**src/rtl/hilo_pkg.sv**
```systemverilog
// Shared definitions for the HI/LO multiply/divide sequencer:
// operation encodings, FSM states, step modes and fixed constants.
package hilo_pkg;

  localparam int          ITER_STEPS = 32;
  localparam logic [31:0] DIVZ_LO    = 32'hFFFF_FFFF;

  typedef enum logic [1:0] {
    MULDIV_MULT  = 2'b00,
    MULDIV_MULTU = 2'b01,
    MULDIV_DIV   = 2'b10,
    MULDIV_DIVU  = 2'b11
  } muldiv_op_t;

  typedef enum logic [1:0] {
    IDLE = 2'b00,
    PREP = 2'b01,
    ITER = 2'b10,
    FIX  = 2'b11
  } state_t;

  typedef enum logic {
    STEP_MUL = 1'b0,
    STEP_DIV = 1'b1
  } step_mode_t;

  // Magnitude of a 32-bit value when treated as signed; passthrough otherwise.
  function automatic logic [31:0] abs32(input logic [31:0] v, input logic is_signed);
    return (is_signed && v[31]) ? (~v + 32'd1) : v;
  endfunction

endpackage

```
**src/rtl/hilo_muldiv_ctrl_if.sv**
```systemverilog
// Execute-stage bundle between the pipeline (master) and the HI/LO
// multiply/divide sequencer (slave).
interface hilo_muldiv_ctrl_if;

  logic                 start;
  hilo_pkg::muldiv_op_t op;
  logic [31:0]          a;
  logic [31:0]          b;
  logic                 mthi;
  logic                 mtlo;
  logic [31:0]          wdata;
  logic                 mfhi;
  logic                 mflo;
  logic                 cancel;
  logic [31:0]          hi;
  logic [31:0]          lo;
  logic                 busy;
  logic                 stall;
  logic                 div_zero;

  modport master (
    output start, op, a, b, mthi, mtlo, wdata, mfhi, mflo, cancel,
    input  hi, lo, busy, stall, div_zero
  );

  modport slave (
    input  start, op, a, b, mthi, mtlo, wdata, mfhi, mflo, cancel,
    output hi, lo, busy, stall, div_zero
  );

endinterface

```
**src/rtl/muldiv_step.sv**
```systemverilog
// One iteration of the datapath: restoring shift-subtract for divide
// ({rem, quot} accumulator) or shift-add for multiply ({hi, multiplier}).
module muldiv_step
  import hilo_pkg::*;
(
  input  logic [63:0] i_acc,
  input  logic [31:0] i_opnd,
  input  step_mode_t  i_mode,
  output logic [63:0] o_acc
);

  logic [32:0] w_rem_sh;
  logic        w_ge;
  logic [31:0] w_sub;
  logic [32:0] w_sum;

  // Next accumulator for the selected step kind.
  always_comb begin
    // NOTE: every output of a combinational block gets a value on every path, else a latch is inferred.
    o_acc    = i_acc;
    w_rem_sh = i_acc[63:31];
    w_ge     = (w_rem_sh >= {1'b0, i_opnd});
    // The partial remainder minus divisor is below 2^32 whenever w_ge, so modular 32-bit subtract is exact.
    w_sub    = w_rem_sh[31:0] - i_opnd;
    w_sum    = {1'b0, i_acc[63:32]} + {1'b0, i_opnd};
    if (i_mode == STEP_DIV) begin
      if (w_ge) o_acc = {w_sub, i_acc[30:0], 1'b1};
      else      o_acc = {w_rem_sh[31:0], i_acc[30:0], 1'b0};
    end else begin
      if (i_acc[0]) o_acc = {w_sum, i_acc[31:1]};
      else          o_acc = {1'b0, i_acc[63:1]};
    end
  end

endmodule

```
**src/rtl/hilo_muldiv_ctrl.sv**
```systemverilog
// HI/LO register pair and mult/div sequencer (IDLE -> PREP -> ITER x32 -> FIX).
// Optional: HILO_FAST_MUL_EN selects a single-cycle multiplier written at the
// accepting edge; divide always uses the iterative path.
module hilo_muldiv_ctrl
  import hilo_pkg::*;
(
  input  logic                clock,
  input  logic                reset,
  hilo_muldiv_ctrl_if.slave   io
);

  localparam logic [4:0] LAST_STEP = 5'(ITER_STEPS - 1);

  state_t      r_state;
  logic [4:0]  r_cnt;
  muldiv_op_t  r_op;
  logic [31:0] r_a;
  logic [31:0] r_b;
  logic [31:0] r_opnd;
  logic [63:0] r_acc;
  logic        r_sign_res;
  logic        r_sign_rem;
  logic        r_divz;
  logic [31:0] r_hi;
  logic [31:0] r_lo;
  logic        r_busy;
  logic        r_div_zero;

  logic        w_in_div;
  logic        w_r_signed;
  logic        w_r_div;
  logic [63:0] w_step_acc;
  logic [63:0] w_prod;
  logic [31:0] w_fix_hi;
  logic [31:0] w_fix_lo;

  assign w_in_div   = io.op[1];
  assign w_r_div    = r_op[1];
  assign w_r_signed = ~r_op[0];

  muldiv_step u_step (
    .i_acc  (r_acc),
    .i_opnd (r_opnd),
    .i_mode (w_r_div ? STEP_DIV : STEP_MUL),
    .o_acc  (w_step_acc)
  );

`ifdef HILO_FAST_MUL_EN
  logic [63:0] w_fast_prod;
  logic        w_in_signed;
  assign w_in_signed = ~io.op[0];
  // Sign- or zero-extended 64-bit operands give the correct low 64 product bits for both forms.
  assign w_fast_prod = {{32{w_in_signed & io.a[31]}}, io.a} * {{32{w_in_signed & io.b[31]}}, io.b};
`endif

  // Sign correction and result selection applied in FIX.
  always_comb begin
    w_prod   = r_sign_res ? (~r_acc + 64'd1) : r_acc;
    w_fix_hi = w_prod[63:32];
    w_fix_lo = w_prod[31:0];
    if (r_divz) begin
      w_fix_hi = r_a;
      w_fix_lo = DIVZ_LO;
    end else if (w_r_div) begin
      w_fix_lo = r_sign_res ? (~r_acc[31:0] + 32'd1)  : r_acc[31:0];
      w_fix_hi = r_sign_rem ? (~r_acc[63:32] + 32'd1) : r_acc[63:32];
    end
  end

  // Sequencer FSM with registered HI/LO, busy and div_zero.
  always_ff @(posedge clock) begin
    if (reset) begin
      // NOTE: datapath registers are reset too, so no stale operand survives into the next operation.
      r_state    <= IDLE;
      r_cnt      <= '0;
      r_op       <= MULDIV_MULT;
      r_a        <= '0;
      r_b        <= '0;
      r_opnd     <= '0;
      r_acc      <= '0;
      r_sign_res <= 1'b0;
      r_sign_rem <= 1'b0;
      r_divz     <= 1'b0;
      r_hi       <= '0;
      r_lo       <= '0;
      r_busy     <= 1'b0;
      r_div_zero <= 1'b0;
    end else begin
      // NOTE: non-blocking assignments so every register samples pre-edge values.
      r_div_zero <= 1'b0;
      if (io.cancel) begin
        r_state <= IDLE;
        r_busy  <= 1'b0;
      end else begin
        case (r_state)
          IDLE: begin
            if (io.start) begin
              r_op <= io.op;
              r_a  <= io.a;
              r_b  <= io.b;
              if (w_in_div && (io.b == 32'd0)) begin
                r_divz     <= 1'b1;
                r_div_zero <= 1'b1;
                r_state    <= FIX;
                r_busy     <= 1'b1;
              end
`ifdef HILO_FAST_MUL_EN
              else if (!w_in_div) begin
                r_hi <= w_fast_prod[63:32];
                r_lo <= w_fast_prod[31:0];
              end
`endif
              else begin
                r_divz  <= 1'b0;
                r_state <= PREP;
                r_busy  <= 1'b1;
              end
            end else begin
              if (io.mthi) r_hi <= io.wdata;
              if (io.mtlo) r_lo <= io.wdata;
            end
          end
          PREP: begin
            r_acc      <= {32'd0, w_r_div ? abs32(r_a, w_r_signed) : abs32(r_b, w_r_signed)};
            r_opnd     <= w_r_div ? abs32(r_b, w_r_signed) : abs32(r_a, w_r_signed);
            r_sign_res <= w_r_signed & (r_a[31] ^ r_b[31]);
            r_sign_rem <= w_r_signed & r_a[31];
            r_cnt      <= '0;
            r_state    <= ITER;
          end
          ITER: begin
            r_acc <= w_step_acc;
            r_cnt <= r_cnt + 5'd1;
            if (r_cnt == LAST_STEP) r_state <= FIX;
          end
          FIX: begin
            r_hi    <= w_fix_hi;
            r_lo    <= w_fix_lo;
            r_state <= IDLE;
            r_busy  <= 1'b0;
          end
          default: begin
            r_state <= IDLE;
            r_busy  <= 1'b0;
          end
        endcase
      end
    end
  end

  assign io.hi       = r_hi;
  assign io.lo       = r_lo;
  assign io.busy     = r_busy;
  assign io.div_zero = r_div_zero;
  assign io.stall    = r_busy & (io.start | io.mfhi | io.mflo | io.mthi | io.mtlo);

endmodule

```
**src/flat_wrapper.sv**
```systemverilog
// flat-port wrapper written by rule: the top's interface ports become plain ports
module hilo_muldiv_ctrl_flat import hilo_pkg::*;
  (clock, reset, io_start, io_op, io_a, io_b, io_mthi, io_mtlo, io_wdata, io_mfhi, io_mflo, io_cancel, io_hi, io_lo, io_busy, io_stall, io_div_zero);
  hilo_muldiv_ctrl_if io_i ();
  input  logic clock;
  input  logic reset;
  input wire logic [$bits(io_i.start)-1:0] io_start;
  input wire logic [$bits(io_i.op)-1:0] io_op;
  input wire logic [$bits(io_i.a)-1:0] io_a;
  input wire logic [$bits(io_i.b)-1:0] io_b;
  input wire logic [$bits(io_i.mthi)-1:0] io_mthi;
  input wire logic [$bits(io_i.mtlo)-1:0] io_mtlo;
  input wire logic [$bits(io_i.wdata)-1:0] io_wdata;
  input wire logic [$bits(io_i.mfhi)-1:0] io_mfhi;
  input wire logic [$bits(io_i.mflo)-1:0] io_mflo;
  input wire logic [$bits(io_i.cancel)-1:0] io_cancel;
  output wire logic [$bits(io_i.hi)-1:0] io_hi;
  output wire logic [$bits(io_i.lo)-1:0] io_lo;
  output wire logic [$bits(io_i.busy)-1:0] io_busy;
  output wire logic [$bits(io_i.stall)-1:0] io_stall;
  output wire logic [$bits(io_i.div_zero)-1:0] io_div_zero;
  assign io_i.start = io_start;
  assign io_i.op = io_op;
  assign io_i.a = io_a;
  assign io_i.b = io_b;
  assign io_i.mthi = io_mthi;
  assign io_i.mtlo = io_mtlo;
  assign io_i.wdata = io_wdata;
  assign io_i.mfhi = io_mfhi;
  assign io_i.mflo = io_mflo;
  assign io_i.cancel = io_cancel;
  assign io_hi = io_i.hi;
  assign io_lo = io_i.lo;
  assign io_busy = io_i.busy;
  assign io_stall = io_i.stall;
  assign io_div_zero = io_i.div_zero;
  hilo_muldiv_ctrl u_core (.clock(clock), .reset(reset), .io(io_i));
endmodule
```
**config.mk**
```make
export PLATFORM = sky130hd
export DESIGN_NAME = hilo_muldiv_ctrl_flat
export DESIGN_NICKNAME = d
export VERILOG_FILES = /design/src/rtl/hilo_pkg.sv /design/src/rtl/hilo_muldiv_ctrl_if.sv /design/src/rtl/muldiv_step.sv /design/src/rtl/hilo_muldiv_ctrl.sv /design/src/flat_wrapper.sv
export SDC_FILE = /design/constraint.sdc
export NUM_CORES = 1
export LEC_CHECK = 0
export CAP_MARGIN = 40
export CORE_MARGIN = 1.5
export CORE_UTILIZATION = 50
export CTS_CLUSTER_SIZE = 28
export DETAILED_ROUTE_END_ITERATION = 6
export GPL_TIMING_DRIVEN = 0
export MAX_ROUTING_LAYER = met4
export PLACE_DENSITY = 0.72
export RECOVER_POWER = 50
export SYNTH_ARGS = -nofsm -noshare
export SYNTH_HDL_FRONTEND = slang
export SYNTH_SLANG_ARGS = --single-unit
export TNS_END_PERCENT = 5
```
**constraint.sdc**
```tcl
create_clock -name clock -period 2.9 [get_ports clock]
set_input_delay 0.725 -clock clock [delete_from_list [all_inputs] [get_ports clock]]
set_output_delay 0.725 -clock clock [all_outputs]
set_load 0.01 [all_outputs]
```
==> impl_metrics.yaml <==
power:
  seq_power_share_pct: 35.5
  clkPwrFrac_pct: 37.5
  pwr-share-comb_pct: 26.9
  power_density_nw_per_um2: 452.5
  leakage_nw: 8.996
  switching_power_w: 0.003395
  finalPower_w: 0.01020
  p_int_w: 0.006805
  ir_worst_vdd_uv: 526.0
  swShare_pct: 33.29
floorplanning:
  rows: 68
  die_area_sq_um: 36780
  fp.dieW_microns: 191.8
  ios: 173
  die_h_microns: 191.8
  initial_core_util_pct: 51.21
  core-area_sq_um: 34800
clock_network:
  cts_tree: "done"
  cts_hold_buf: 0
  cts_buffer_depth: 3
  clk_pin_slew_worst_paths_ps: 70
  cts_htree_levels: 1
  insertion_delay_ps: 590
  cts_root_buf: "clkbuf_16"
  numCtsBuffers: 29
  cts_sinks: 238
logic_synthesis:
  ys_ff_latch: 238
  synth_area_per_cell_sq_um: 7.425
  synth_enable_flop_cells: 0
  syn_nets: 2582
  synth_ff_type: "dfxtp_1"
  synth_cell_type_count: 90
  async_reset_ff_share_pct: 0
  synth_top_area_share_pct: 26.74
  netlist_area_sq_um: 17820
  netlist_instances: 2400
  yosysSeqAreaShare_pct: 26.74
  yosysMostFrequentCell: "nand2_1"
  yosys-top-cells-count: "358 x nand2_1, 259 x a21oi_1, 238 x dfxtp_1, 211 x nor2_1, 141 x clkbuf_1"
  ys_top_cells_by_area: "dfxtp_1 27%, nand2_1 7.5%, a21oi_1 7.3%"
  yosys_warnings: 0
  yosysTopAreaCell: "dfxtp_1"
setup_path:
  crit_path_end_kind: "register"
  required_ps: 3370
  worstSetupPathType: "register to register"
  worstPathArrival_ps: 3710
  critPathMaxFanout: 4
  crit_path_start_kind: "register"
timing:
  setup_ws_ps: -341.4
  fin_crit_sh_pct: 111.8
  finalClockSkew_ps: 18.40
  setup_viol: 50
  tightest_slew_ps: 994.9
  max_freq_ghz: 0.3085
  hold_viol_final: 0
  rsz0062_at_grt: "yes"
  tns_ps: -4995
  final-max-slew-violation-count: 0
  relSlewSlack_pct: 33.68
  finalCriticalPeriod_ps: 3241
place:
  io_buffers: 170
  dp_hpwl_microns: 66040
  placed_cells: 3031
  gp_congestion: 1.067
detailed_routing:
  routedWlPerCell_microns: 27.06
  drt_iter0_drc: 2877
  routed_wl_microns: 84680
  avgViaCountPerCell: 6.668
  ant_nets: 0
  vias: 20870
  first_pass_iters: 7
  drc: 0
worst_hold_path:
  hp-class: "register to register"
layout:
  fin_cells: 3129
  fin_nets: 2832
  syn_to_final_growth_pct: 26.48
  drive_gt1_share_pct: 14.03
global_route:
  grt_overflow_total: 0
  grt_pass1_wl_microns: 121100
  antenna_found_initial: 0
  grt_pass1_vias: 19460
  track_usage_pct: 45.77
  grt_max_degree: 16
outcome:
  status: "complete, but fails checks"
  violations: "setup timing"
job:
  maxCapViolations: 0
-- logic make-up after synthesis --
family	Yosys count	synth area share, %
and+or+nand+nor	871	22.52
DFF	238	26.74
adders and majority gates	76	5.420
xor gates and xnor gates	164	8.060
AOI/OAI and AO/OA	739	26.59
muxes	71	5.441
buffers and inverters	241	5.238
-- metrics by stage --
step	hold WS (ps)	area, sq um	util (%)	worst slack (ps)
floorplan	436.2	17870	-	-32.67
global placement	440.5	20140	57.87	-1212
detailed placement	445.1	20180	58.00	-944.8
CTS	453.0	21930	63.03	-250.6
global route	469.1	22540	64.76	-396.9
finish	446.4	22540	64.77	-341.4
-- cell usage in the layout (no fill, tap or decap), types with 65 or more instances in the layout --
cell type | netlist | layout
nor2_1 | 211 | 202
o21ai_0 | 134 | 116
a21oi_1 | 259 | 247
xor2_1 | 73 | 66
clkdlybuf4s50_1 | 0 | 101
clkbuf_1 | 141 | 128
dfxtp_1 | 238 | 196
inv_1 | 69 | 65
dlygate4sd3_1 | 0 | 67
xnor2_1 | 91 | 86
nand2_1 | 358 | 354
-- timing repair --
item	4_1_cts	5_1_grt
pin swaps	38	41
endpoints found under the setup margin	123	108
gates resized for setup	169	123
setup buffers	29	23
-- area by class of cell --
class / count / area, sq um
diodes: 2 / 5.005
fillers: 3097 / 12260
multi-input cells: 1921 / 12970
inverters: 72 / 277.8
clock buffers: 42 / 834.6
clock inverters: 11 / 157.7
plain buffers: 160 / 721.9
flip-flops and latches: 238 / 4857
repair buffers: 228 / 2150
well taps: 455 / 569.3
-- worst max-delay path, cell delays in order, from the launching register on --
cell and delay (ps):
dfxtp_2 320, buf_8 120, inv_4 50, ha_4 120
inv_2 40, fa_2 400, a211oi_2 300, o21a_1 190
o21a_1 230, nor3_4 70, a211oi_2 220, buf_4 160
o31ai_4 80, a31o_2 280, o32a_1 290, a32o_1 240
-- routing by layer --
layer / vias to the layer above / track usage (%) / wire length, microns
li1: 9178 / - / -
met1: 9888 / 56.65 / 31980
met2: 1419 / 67.76 / 36210
met3: 380 / 10.12 / 10120
met4: 0 / 27.97 / 6370
met5: - / - / 0
-- state kept, by name, indices dropped and copies added (netlist names) --
name,count
u_core.r_sign_rem,1
u_core.r_b,32
u_core.r_acc,64
u_core.r_op,2
u_core.r_cnt,5
u_core.r_sign_res,1
u_core.io.hi,32
u_core.r_a,32
u_core.r_divz,1
u_core.io.busy,1
u_core.r_opnd,32
u_core.io.lo,32
u_core.io.div_zero,1
u_core.r_state,2
-- path summary, 6_finish.rpt --
check                                 from                             to  slack (ps)  cells past startpoint
min          u_core.io.hi[29]$_SDFFE_PP0P_  u_core.io.hi[29]$_SDFFE_PP0P_         450                      2
max reg2reg  u_core.r_acc[31]$_SDFFE_PP0P_  u_core.r_acc[60]$_SDFFE_PP0P_        -340                     15
max          u_core.r_acc[31]$_SDFFE_PP0P_  u_core.r_acc[60]$_SDFFE_PP0P_        -340                     15
min reg2reg  u_core.io.hi[29]$_SDFFE_PP0P_  u_core.io.hi[29]$_SDFFE_PP0P_         450                      2
-- power by group through the flow --
stage          Sequential (W)  Clock (W)  Combinational, W
2_1_floorplan         0.00363          0           0.00138
3_3_place_gp          0.00367          0           0.00228
3_5_place_dp          0.00367          0           0.00231
4_1_cts               0.00361    0.00381           0.00253
5_1_grt               0.00363    0.00395           0.00288
6_report              0.00362    0.00383           0.00275
No activity file was read; power rests on OpenSTA's default activity.
